$ cat src/rtl/seq_match_ctrl.sv
`default_nettype none
// ============================================================================
// Module      : seq_match_ctrl
// Description : Records a sequence of 4-bit codes from player 1, then checks
//               player 2's replay code-by-code under a per-entry timer.
// Revision    : 1.0  initial release
// ============================================================================
module seq_match_ctrl #(
    parameter int DEPTH   = 8,
    parameter int TIMEOUT = 1000,
    parameter int TW      = 16
) (
    input  logic       Clk,
    input  logic       Rst,
    input  logic       Start,
    input  logic [3:0] Code,
    input  logic       CodeValid,
    input  logic       EndRec,
    output logic       Allow,
    output logic [3:0] Len,
    output logic [3:0] Pos,
    output logic       Win,
    output logic       Lose,
    output logic       TimedOut,
    output logic [2:0] State
);

    localparam logic [2:0]    C_IDLE     = 3'd0;
    localparam logic [2:0]    C_REC      = 3'd1;
    localparam logic [2:0]    C_ARM      = 3'd2;
    localparam logic [2:0]    C_PLAY     = 3'd3;
    localparam logic [2:0]    C_WIN      = 3'd4;
    localparam logic [2:0]    C_LOSE     = 3'd5;
    localparam logic [3:0]    C_DEPTH    = 4'(DEPTH);
    localparam logic [TW-1:0] C_TMO_LAST = TW'(TIMEOUT - 1);

    logic [2:0]    state_q,  state_d;
    logic [3:0]    len_q,    len_d;
    logic [3:0]    pos_q,    pos_d;
    logic [TW-1:0] timer_q,  timer_d;
    logic          win_q,    win_d;
    logic          lose_q,   lose_d;
    logic          to_q,     to_d;
    logic          allow_q,  allow_d;
    logic          mem_we;
    logic          code_match;
    logic          last_pos;
    logic          timer_exp;

    // Sized to the full 4-bit address range so Len/Pos index it directly.
    logic [3:0]    mem_q [16];

    assign code_match = (Code == mem_q[pos_q]);
    assign last_pos   = ((pos_q + 4'd1) == len_q);
    assign timer_exp  = (timer_q == C_TMO_LAST);

    always_ff @(posedge Clk or posedge Rst) begin
        if (Rst) begin
            state_q <= C_IDLE;
            len_q   <= 4'd0;
            pos_q   <= 4'd0;
            timer_q <= '0;
            win_q   <= 1'b0;
            lose_q  <= 1'b0;
            to_q    <= 1'b0;
            allow_q <= 1'b0;
        end else begin
            state_q <= state_d;
            len_q   <= len_d;
            pos_q   <= pos_d;
            timer_q <= timer_d;
            win_q   <= win_d;
            lose_q  <= lose_d;
            to_q    <= to_d;
            allow_q <= allow_d;
        end
    end

    always_ff @(posedge Clk) begin
        if (mem_we) begin
            mem_q[len_q] <= Code;
        end
    end

    always_comb begin
        state_d = state_q;
        case (state_q)
            C_IDLE: if (Start) state_d = C_REC;
            C_REC: begin
                if (CodeValid && ((len_q + 4'd1) == C_DEPTH)) begin
                    state_d = C_ARM;
                end else if (EndRec && (CodeValid || (len_q != 4'd0))) begin
                    state_d = C_ARM;
                end
            end
            C_ARM:  state_d = C_PLAY;
            C_PLAY: begin
                // A same-cycle entry takes precedence over timer expiry.
                if (CodeValid) begin
                    if (!code_match)   state_d = C_LOSE;
                    else if (last_pos) state_d = C_WIN;
                end else if (timer_exp) begin
                    state_d = C_LOSE;
                end
            end
            C_WIN, C_LOSE: if (Start) state_d = C_REC;
            default: state_d = C_IDLE;
        endcase
    end

    always_comb begin
        len_d   = len_q;
        pos_d   = pos_q;
        timer_d = timer_q;
        win_d   = win_q;
        lose_d  = lose_q;
        to_d    = to_q;
        mem_we  = 1'b0;
        allow_d = (state_d == C_REC) || (state_d == C_PLAY);
        case (state_q)
            C_IDLE: begin
                if (Start) begin
                    len_d = 4'd0;
                    pos_d = 4'd0;
                end
            end
            C_REC: begin
                if (CodeValid) begin
                    mem_we = 1'b1;
                    len_d  = len_q + 4'd1;
                end
            end
            C_ARM: begin
                pos_d   = 4'd0;
                timer_d = '0;
            end
            C_PLAY: begin
                if (CodeValid) begin
                    if (code_match) begin
                        pos_d   = pos_q + 4'd1;
                        timer_d = '0;
                        win_d   = last_pos;
                    end else begin
                        lose_d = 1'b1;
                        to_d   = 1'b0;
                    end
                end else if (timer_exp) begin
                    lose_d = 1'b1;
                    to_d   = 1'b1;
                end else begin
                    timer_d = timer_q + TW'(1);
                end
            end
            C_WIN, C_LOSE: begin
                if (Start) begin
                    win_d  = 1'b0;
                    lose_d = 1'b0;
                    to_d   = 1'b0;
                    len_d  = 4'd0;
                    pos_d  = 4'd0;
                end
            end
            default: ;
        endcase
    end

    assign Allow    = allow_q;
    assign Len      = len_q;
    assign Pos      = pos_q;
    assign Win      = win_q;
    assign Lose     = lose_q;
    assign TimedOut = to_q;
    assign State    = state_q;

endmodule
`default_nettype wire

$ cat config.mk
export PLATFORM = sky130hd
export DESIGN_NAME = seq_match_ctrl
export DESIGN_NICKNAME = d
export VERILOG_FILES = /design/src/rtl/seq_match_ctrl.sv
export SDC_FILE = /design/constraint.sdc
export NUM_CORES = 1
export LEC_CHECK = 0
export ABC_AREA = 1
export BUFFER_PORTS_ARGS = -buffer_cell sky130_fd_sc_hd__buf_2
export CAP_MARGIN = 15
export CORE_ASPECT_RATIO = 1.4
export CORE_UTILIZATION = 41
export CTS_CLUSTER_DIAMETER = 40
export DETAILED_ROUTE_END_ITERATION = 8
export SYNTH_ARGS = -nofsm -noshare
export SYNTH_HDL_FRONTEND = slang
export SYNTH_SLANG_ARGS = --single-unit
$ cat constraint.sdc
create_clock -name Clk -period 1.8 [get_ports Clk]
set_input_delay 0.36 -clock Clk [delete_from_list [all_inputs] [get_ports Clk]]
set_output_delay 0.36 -clock Clk [all_outputs]
set_load 0.01 [all_outputs]
==> results.cfg <==
[logic_synthesis]
yosys-top-cells-count = nand2_1, inv_1, nand3_1, edfxtp_1, nor2_1
synth_top_family_by_area = simple AND/OR/NAND/NOR gates
synth_fa_ha_area_share_pct = 1.83
netlist_instances = 546
synth_nets = 562
synth_compound_area_share_pct = 4.24
ys_types = 32
synth-xor-area-share_pct = 1.83
synthSimpleGateAreaFrac_pct = 26.9
ys_seq_area_share_pct = 56.5
yosysWarnings = 0
syn_area_sq_um = 4780
synth_most_common_cell = nand2_1
postSynthAreaPerCell_sq_um = 8.75
synth_seq_cells = 95
synthFlopType = edfxtp_1
yosysTopAreaCell = edfxtp_1
ys_async_sr_fraction_pct = 32.6
synth-edff-count = 64
yosysTopAreaCellShare_pct = 40.2
synthMuxAreaShare_pct = 0
yosys-top-cells-area = edfxtp_1, dfrtp_1, nand2_1, nand3_1, inv_1

[final_layout]
area.sequential_sq_um = 2700
antenna_cells = 0
layout.cells.non_filler = 785
fin_util_pct = 52.2
multiInputGateArea_sq_um = 1770
area_growth_pct = 23.8
final_layout_size_suffix_gt1_share_pct = 21.2
nets = 652
fillers = 1052

[power]
finalPower_mw = 7.03
vdd_ir_drop_max_v = 0.00103
power_density_nw_per_um2 = 1190
p_leak_nw = 2.77

[hold_path]
hold_path_class = input pin to asynchronous set/reset pin

[run_status]
violations = negative setup slack
status = finished, violations left

[clock_tree]
clock-root-buffer = clkbuf_16
ctsHtreeMaxLevel = 3
cts_max_path_buffers = 2
cts_hold_buf = 0
clock_sinks = 95
clk_pin_slew_ps = 70
clock_latency_ps = 350
cts_inserted_buffers = 9
cts_tree = done

[global_routing]
use_met1_pct = 23.4
grt_pass1_wl_mm = 19.3
grt_overflow = 0
grtUsageMet2_pct = 39.1
grt_pass1_vias = 4026
grt_busiest_layer = met2
grt_max_degree = 33
use_met3_pct = 3.67
track_usage_pct = 21.3
antenna_found_initial = 0

[route]
antenna_left = 0
via_per_inst = 5.04
drt-initial-drc-count = 211
first_pass_iters = 4
via_count = 3954
drc_errors = 0
routedWlPerCell_microns = 15.1
routed_wl_mm = 11.8

[die]
core_sq_um = 11300
io_pins = 24
dieArea_sq_um = 12100
die_w_microns = 93.2
placementRows = 46
start_util_pct = 42.1
die_h_microns = 130

[sta]
timing.final.crit_period_ps = 2050
hold_violations = 0
clock_skew_ps = 6.14
setup_violations = 27
tightestPinTransition_ps = 642
fin_crit_sh_pct = 114
final-max-slew-violation-count = 0
timing.fmax_mhz = 487
setup_slack_ps = -253
hold_slack_ps = 80.1
rsz0062_at_grt = true
tns_ps = -5710
relSlewSlack_pct = 57.1

[placement]
dp_cells = 766
place_congestion = 0.903
dp_hpwl_mm = 8.53
io_buffer_count = 23

[worst_setup_path]
crit_fanout = 12
reg2reg_to = Allow$_DFF_PP0_
worstReg2RegStart = Pos[0]$_DFFE_PP0P_
worstSetupEndpointType = register
worstSetupPathType = register to register
arrival_ps = 2290
rr_worst_depth = 11
cp.required_ps = 2040
start_kind = register
rrSetupSlack_ps = -250
crit_start = Pos[0]$_DFFE_PP0P_

[job]
max_cap_violations = 0
-- where the power goes --
part           leakage, nW  switching [mW]  internal [mW]
clock network        0.150           0.820           1.08
registers            0.990           0.128           2.53
logic                 1.63            1.54          0.929
total                 2.77            2.49           4.54
-- critical path, stage by stage (launching register included) --
cell and delay, ps:
dfrtp_2 480, buf_4 200, ha_1 240, xor2_2 190, xor2_1 170, nand4_1 160, nand2_1 130, nand2_1 60
a21oi_1 140, nand2_1 80, inv_1 60, nor2_1 40
-- final cells by class --
| type | instances | area share [%] |
|---|---|---|
| Clock buffer | 9 | 3.81 |
| Multi-Input combinational cell | 357 | 29.9 |
| Clock inverter | 7 | 1.23 |
| Sequential cell | 95 | 45.7 |
| Tap cell | 144 | 3.05 |
| Inverter | 80 | 5.33 |
| Timing Repair Buffer | 93 | 11.0 |
-- state kept, by name, summed over array words and instances (netlist names) --
register  count
Win           1
mem_q        64
State         3
Lose          1
Allow         1
Pos           4
Len           4
TimedOut      1
timer_q      16
-- worst max-delay path by stage --
stage                                    endpoint  cells past startpoint
after floorplan           timer_q[12]$_DFFE_PP0P_                     17
after CTS                  timer_q[9]$_DFFE_PP0P_                     16
after global routing      timer_q[12]$_DFFE_PP0P_                     15
final                             Allow$_DFF_PP0_                     11
after detailed placement   timer_q[9]$_DFFE_PP0P_                     15
after global placement     timer_q[9]$_DFFE_PP0P_                     15
-- cells in the final DEF, fill, tap and decap left out, drive strengths merged, types with 2 or more instances in the layout --
| cell | instances |
|---|---|
| nand2 | 169 |
| buf | 93 |
| inv | 79 |
| nand3 | 71 |
| edfxtp | 64 |
| nor2 | 45 |
| dfrtp | 31 |
| o21ai | 24 |
| a21oi | 9 |
| clkbuf | 9 |
| xor2 | 9 |
| nand4 | 7 |
| ha | 7 |
| clkinv | 7 |
| nor3 | 5 |
| or2 | 3 |
| o211ai | 2 |
| nor4 | 2 |
-- kinds of logic after synthesis --
family,Yosys count
AOI/OAI and AO/OA,38
xor gates and xnor gates,10
adders and majority gates,7
buffers and inverters,95
DFF,95
and+or+nand+nor,301
-- repair_timing --
action,4_1_cts,5_1_grt
setup buffers,0,2
gates cloned,1,0
setup endpoints to repair,51,63
pin swaps,2,4
gates resized for setup,26,11
-- metal layers --
metal  share of wire [%]  vias up
met5                   0        -
met4                 3.9        0
met3                 4.3       34
met2                  53      119
met1                  39     1852
li1                    -     1949
-- metrics by stage --
stage          area (sq um)  setup slack [ps]
2_1_floorplan          4790             -89.1
3_3_place_gp           5480              -275
3_5_place_dp           5480              -322
4_1_cts                5850              -237
5_1_grt                5910              -406
6_report               5910              -253
No activity file was read; power rests on OpenSTA's default activity.
